$ cat config.mk
export PLATFORM = sky130hd
export DESIGN_NAME = in_service_control
export DESIGN_NICKNAME = d
export VERILOG_FILES = /design/src/rtl/in_service_control.sv
export SDC_FILE = /design/constraint.sdc
export NUM_CORES = 1
export LEC_CHECK = 0
export ABC_CLOCK_PERIOD_IN_PS = 7600
export BUFFER_PORTS_ARGS = -buffer_cell sky130_fd_sc_hd__buf_4
export CAP_MARGIN = 10
export CORE_MARGIN = 2
export CORE_UTILIZATION = 55
export DETAILED_ROUTE_END_ITERATION = 8
export PLACE_DENSITY = 0.78
export SLEW_MARGIN = 20
export SYNTH_ARGS = -nofsm -noshare
export SYNTH_HDL_FRONTEND = slang
export SYNTH_SLANG_ARGS = --single-unit
export TNS_END_PERCENT = 20
$ cat constraint.sdc
create_clock -name clock -period 7.6 [get_ports clock]
set_clock_uncertainty 0.2 [all_clocks]
set_input_delay 0.76 -clock clock [delete_from_list [all_inputs] [get_ports clock]]
set_output_delay 0.76 -clock clock [all_outputs]
set_load 0.1 [all_outputs]
$ cat src/rtl/in_service_control.sv
// rtl/in_service_control.sv - INTA# sequencing, vector drive and in-service/rotation bookkeeping
module in_service_control (
    input  logic       clock,
    input  logic       reset,
    input  logic [7:0] interrupt,
    input  logic       interrupt_acknowledge_n,
    input  logic [4:0] interrupt_vector_base,
    input  logic       auto_eoi_config,
    input  logic       auto_rotate_mode,
    input  logic       nonspecific_eoi,
    input  logic       specific_eoi,
    input  logic       rotate_on_eoi,
    input  logic [2:0] eoi_level,
    input  logic       set_priority,
    output logic       interrupt_to_cpu,
    output logic [7:0] in_service_register,
    output logic [7:0] highest_level_in_service,
    output logic [2:0] priority_rotate,
    output logic [7:0] vector_out,
    output logic       vector_out_enable
);

    typedef enum logic [1:0] {IDLE, ACK1, GAP, ACK2} state_t;

    state_t     state, state_next;
    logic       inta_prev, inta_fall, inta_rise;
    logic [2:0] ack_level, ack_level_next;
    logic       spurious, spurious_next;
    logic [7:0] isr_set, isr_clear;
    logic [2:0] rotate_next;
    logic       vec_load, vec_done;
    logic [2:0] request_level, hlis_level, scan_level;

    function automatic logic [2:0] encode(input logic [7:0] v);
        logic [2:0] r;
        r = 3'd0;
        for (int i = 0; i < 8; i++)
            if (v[i]) r = 3'(i);
        return r;
    endfunction

    assign inta_fall     = inta_prev & ~interrupt_acknowledge_n;
    assign inta_rise     = ~inta_prev & interrupt_acknowledge_n;
    assign request_level = encode(interrupt);
    assign hlis_level    = encode(highest_level_in_service);

    // Walk from lowest to highest priority so the highest-priority set bit is written last.
    always_comb begin
        highest_level_in_service = 8'h00;
        scan_level = 3'd0;
        for (int k = 8; k >= 1; k--) begin
            scan_level = priority_rotate + 3'(k);
            if (in_service_register[scan_level])
                highest_level_in_service = 8'b1 << scan_level;
        end
    end

    always_comb begin
        state_next     = state;
        ack_level_next = ack_level;
        spurious_next  = spurious;
        isr_set        = 8'h00;
        isr_clear      = 8'h00;
        rotate_next    = priority_rotate;
        vec_load       = 1'b0;
        vec_done       = 1'b0;

        case (state)
            IDLE: if (inta_fall) begin
                state_next = ACK1;
                if (interrupt == 8'h00) begin
                    ack_level_next = 3'd7;
                    spurious_next  = 1'b1;
                end else begin
                    ack_level_next = request_level;
                    spurious_next  = 1'b0;
                    isr_set        = 8'b1 << request_level;
                end
            end
            ACK1: if (inta_rise) state_next = GAP;
            GAP: if (inta_fall) begin
                state_next = ACK2;
                vec_load   = 1'b1;
            end
            ACK2: if (inta_rise) begin
                state_next = IDLE;
                vec_done   = 1'b1;
                if (auto_eoi_config && !spurious) begin
                    isr_clear = 8'b1 << ack_level;
                    if (auto_rotate_mode) rotate_next = ack_level;
                end
            end
            default: state_next = IDLE;
        endcase

        // Later assignments override earlier ones: set_priority > EOI rotate > auto-rotate.
        if (specific_eoi) begin
            isr_clear = isr_clear | (8'b1 << eoi_level);
            if (rotate_on_eoi) rotate_next = eoi_level;
        end else if (nonspecific_eoi && highest_level_in_service != 8'h00) begin
            isr_clear = isr_clear | highest_level_in_service;
            if (rotate_on_eoi) rotate_next = hlis_level;
        end
        if (set_priority) rotate_next = eoi_level;
    end

    always_ff @(posedge clock) begin
        if (reset) begin
            state               <= IDLE;
            inta_prev           <= 1'b1;
            ack_level           <= 3'd7;
            spurious            <= 1'b0;
            in_service_register <= 8'h00;
            priority_rotate     <= 3'b111;
            vector_out          <= 8'h00;
            vector_out_enable   <= 1'b0;
            interrupt_to_cpu    <= 1'b0;
        end else begin
            state               <= state_next;
            inta_prev           <= interrupt_acknowledge_n;
            ack_level           <= ack_level_next;
            spurious            <= spurious_next;
            in_service_register <= (in_service_register & ~isr_clear) | isr_set;
            priority_rotate     <= rotate_next;
            if (vec_load) begin
                vector_out        <= {interrupt_vector_base, ack_level};
                vector_out_enable <= 1'b1;
            end else if (vec_done) begin
                vector_out_enable <= 1'b0;
            end
            interrupt_to_cpu    <= (state == IDLE) && (interrupt != 8'h00);
        end
    end

endmodule

==> flow_summary.toml <==
[timing]
fin_tns_setup_ns = 0
timing.final.setup_violations = 0
max_clock_freq_ghz = 0.188
shortest_clock_period_the_worst_path_allows_after_layout_ns = 5.33
worst_rel_slew_slack_pct = 45.9
rsz_0062_raised_after_global_routing = "no"
report.final.hold_viol_count = 0
layout_setup_ws_ns = 2.27
transition_at_the_pin_with_the_smallest_max_transition_slack_ns = 0.811
timing.final.max_slew_violations = 0
period_share_pct = 70.1

[logic_synthesis]
cell_types_occupying_the_most_area_after_synthesis = "sky130_fd_sc_hd__dfxtp_1 17%, sky130_fd_sc_hd__mux4_2 9.4%, sky130_fd_sc_hd__nand2_1 5.5%, sky130_fd_sc_hd__a21oi_1 5.4%, sky130_fd_sc_hd__ha_1 4.5%"
yosys_warnings = 0
avgSynthCellArea_um2 = 8.01
synth-async-reset-ratio_pct = 0
yosys.area.top_type = "sky130_fd_sc_hd__dfxtp_1"
yosys-top-cells-count = "49 x sky130_fd_sc_hd__nand2_1, 36 x sky130_fd_sc_hd__a21oi_1, 34 x sky130_fd_sc_hd__nor2_1"
synth_top_cell_area_share_pct = 16.8
synthMostInstantiatedCell = "sky130_fd_sc_hd__nand2_1"
sequential_to_total_area_share_from_yosys_stat_pct = 16.8
synthFlopType = "sky130_fd_sc_hd__dfxtp_1"
synth_area_um2 = 3340
syn_inst = 417
ys_seq_elements = 28
syn_nets = 454
ys_types = 80
edff_count_synth = 0

[worst_setup_path]
worst_r2r_startpoint = "priority_rotate[0]"
path_max_fanout = 19
critPathKind = "reg2out"
worstPathCellList = "clkinv_1, ha_1, mux4_2, nand2b_1, nand3_4, or4_4, o22ai_4, buf_4"
timing.critical_path.depth = 8
critical_path.top_delay_family = "simple AND/OR/NAND/NOR gates"
timing.critical_path.from_type = "flip-flop"
critical_path_sink_type = "output port"
cp_num_buf_inv = 2
data_arrival_time_at_the_worst_slack_endpoint_ns = 4.37
timing.reg2reg.worst_path_depth = 12
required_ns = 6.64
worst_setup_path_startpoint = "priority_rotate[0]"
cp_slowest_stage_delay_ns = 0.86
cp_slowest_cell = "sky130_fd_sc_hd__dfxtp_1"

[min_path]
timing.hold.worst.class = "reg2reg"
holdCritStartpoint = "vector_out[3]"
worst_hold_path.num_cells = 2

[drt]
total_length_of_routed_wires_um = 10300
first_iter_violations = 384
routed-via-count = 3570
ant_nets = 0
dr.pass1.iters = 5
wl_per_cell_um = 19.6
routed_via_density = 6.77
drt_drc_violations_left = 0

[finish]
numnets_final = 490
layout-drive-gt1-share_pct = 23.2
antennaDiodeCount = 0
area.growth.synth_to_final_pct = 13.3

[clock_tree]
ctsHtreeMaxLevel = 1
tritoncts_clock_tree = "done"
clkTransAtPathRegs_ns = 0.10
root_buffer = "sky130_fd_sc_hd__clkbuf_8"
numClockSinks = 28
clk-insertion-delay-late_ns = 0.28
max-clock-path-buffers = 2
cts-buffers-inserted = 3
cts_repair_resize_count = 0
post_cts_setup_driven_buffer_insertion_count = 0
cts_hold_repair.buffers = 0

[placement]
io_buffers = 53
gpl.final_weighted_congestion = 1.02
dp_hpwl_um = 7830
pre_cts_ws_ns = 2.56

[floorplan]
design.die.area_um2 = 6710
fp.coreArea_um2 = 5890
row_count = 28
die_w_um = 81.9
design.portCount = 54
dieHeight_um = 81.9
floorplan.initialDensity_pct = 56.7

[global_route]
grt_start_max_net_pins = 30
grt_pass1_wl_um = 16100
grt_antenna_before_repair = 1
globalRoute.totalOverflow = 0
grt_use_total_pct = 30.8
vias_in_the_first_global_route = 3055

[power]
overall_power_of_the_completed_layout_mw = 0.608
vdd_drop_max_v = 0.000162
total_leakage_power_nw = 1.50
power_density_nw_per_um2 = 161

[status]
run_status = "completed"

[run]
max_cap_viol_count = 0
## cell type report
cell class | count | area (um2)
multi-input cells | 348 | 2580
clock inverters | 1 | 30.0
well taps | 75 | 93.8
fillers | 543 | 2100
inverters | 17 | 63.8
flip-flops and latches | 28 | 561
repair buffers | 55 | 413
clock buffers | 3 | 41.3
## per-stage QoR
stage | hold WS [ns] | utilization (%) | instances | area [um2]
after floorplan | 0.250 | - | 417 | 3340
after global placement | 0.244 | 63.1 | 523 | 3710
after detailed placement | 0.256 | 63.1 | 523 | 3710
after CTS | 0.269 | 64.3 | 527 | 3780
after global routing | 0.282 | 64.3 | 527 | 3780
final | 0.264 | 64.3 | 527 | 3780
## sequential cells by signal (all words and copies together) (netlist names)
signal	count
in_service_register	8
vector_out	8
ack_level	3
priority_rotate	3
state	2
inta_prev	1
interrupt_to_cpu	1
spurious	1
vector_out_enable	1
## logic make-up after synthesis
| group | share of synthesized area (%) |
|---|---|
| AO/OA/AOI/OAI | 27.2 |
| multiplexers | 15.0 |
| adder cells (fa/ha/maj) | 4.50 |
| XOR/XNOR | 1.91 |
| buffers and inverters | 5.96 |
| AND/OR/NAND/NOR | 28.7 |
| flip-flops | 16.8 |
## worst register-to-register path, cell delays in order (launching register included)
cell and delay, ns:
sky130_fd_sc_hd__dfxtp_1 0.86, sky130_fd_sc_hd__clkinv_1 0.47, sky130_fd_sc_hd__ha_1 0.76, sky130_fd_sc_hd__mux2i_1 0.21
sky130_fd_sc_hd__a22o_1 0.27, sky130_fd_sc_hd__or2_1 0.27, sky130_fd_sc_hd__a311o_1 0.34, sky130_fd_sc_hd__a311oi_2 0.35
sky130_fd_sc_hd__o22ai_2 0.19, sky130_fd_sc_hd__nor3_2 0.29, sky130_fd_sc_hd__a21oi_2 0.11, sky130_fd_sc_hd__nand2b_1 0.15
sky130_fd_sc_hd__a31o_1 0.27
## power by group
| group | total (mW) | switching (mW) | leakage (nW) | internal (mW) |
|---|---|---|---|---|
| logic | 0.317 | 0.218 | 1.24 | 0.0988 |
| clock network | 0.119 | 0.0484 | 0.0357 | 0.0706 |
| registers | 0.173 | 0.0149 | 0.228 | 0.158 |
| total | 0.608 | 0.281 | 1.50 | 0.327 |
## metal layers
metal	vias to the layer above	track usage (%)	wire, um
li1	1642	-	-
met1	1688	47.7	4600
met2	209	42.8	4480
met3	29	6.81	1050
met4	2	7.17	194
met5	-	0	13
## cells in the final DEF, fill, tap and decap left out, types with 3 or more instances in the layout
cell / synthesis / final
sky130_fd_sc_hd__a32oi_1: 3 / 3
sky130_fd_sc_hd__ha_1: 12 / 12
sky130_fd_sc_hd__and2_1: 10 / 10
sky130_fd_sc_hd__nor3_1: 7 / 7
sky130_fd_sc_hd__inv_1: 16 / 16
sky130_fd_sc_hd__nand2b_1: 11 / 11
sky130_fd_sc_hd__nand2_1: 49 / 49
sky130_fd_sc_hd__a311o_1: 3 / 3
sky130_fd_sc_hd__o21ai_0: 12 / 12
sky130_fd_sc_hd__and3_1: 5 / 5
sky130_fd_sc_hd__nand3b_1: 3 / 3
sky130_fd_sc_hd__nor2_1: 34 / 34
sky130_fd_sc_hd__nand4_1: 3 / 3
sky130_fd_sc_hd__o211ai_1: 8 / 8
sky130_fd_sc_hd__o31ai_1: 4 / 4
sky130_fd_sc_hd__a221oi_1: 3 / 3
sky130_fd_sc_hd__a31oi_1: 6 / 6
sky130_fd_sc_hd__o2111ai_1: 3 / 3
sky130_fd_sc_hd__dfxtp_1: 28 / 28
sky130_fd_sc_hd__clkbuf_8: 0 / 3
sky130_fd_sc_hd__a21oi_1: 36 / 36
sky130_fd_sc_hd__mux2_2: 4 / 4
sky130_fd_sc_hd__mux4_2: 14 / 14
sky130_fd_sc_hd__nand3_1: 24 / 24
sky130_fd_sc_hd__o221ai_1: 6 / 6
sky130_fd_sc_hd__buf_4: 1 / 55
sky130_fd_sc_hd__mux2i_1: 9 / 9
sky130_fd_sc_hd__a22oi_1: 3 / 3
sky130_fd_sc_hd__o21ai_1: 3 / 3
sky130_fd_sc_hd__o21bai_1: 5 / 5
sky130_fd_sc_hd__nor2b_1: 11 / 11
sky130_fd_sc_hd__nor4_1: 5 / 5
## worst paths after layout
path	to	slack, ns
max	highest_level_in_service[7]	2.27
min	vector_out[3]	0.26
max reg2reg	priority_rotate[0]	2.74
min reg2reg	vector_out[3]	0.26
(Power assumes the default switching activity.)
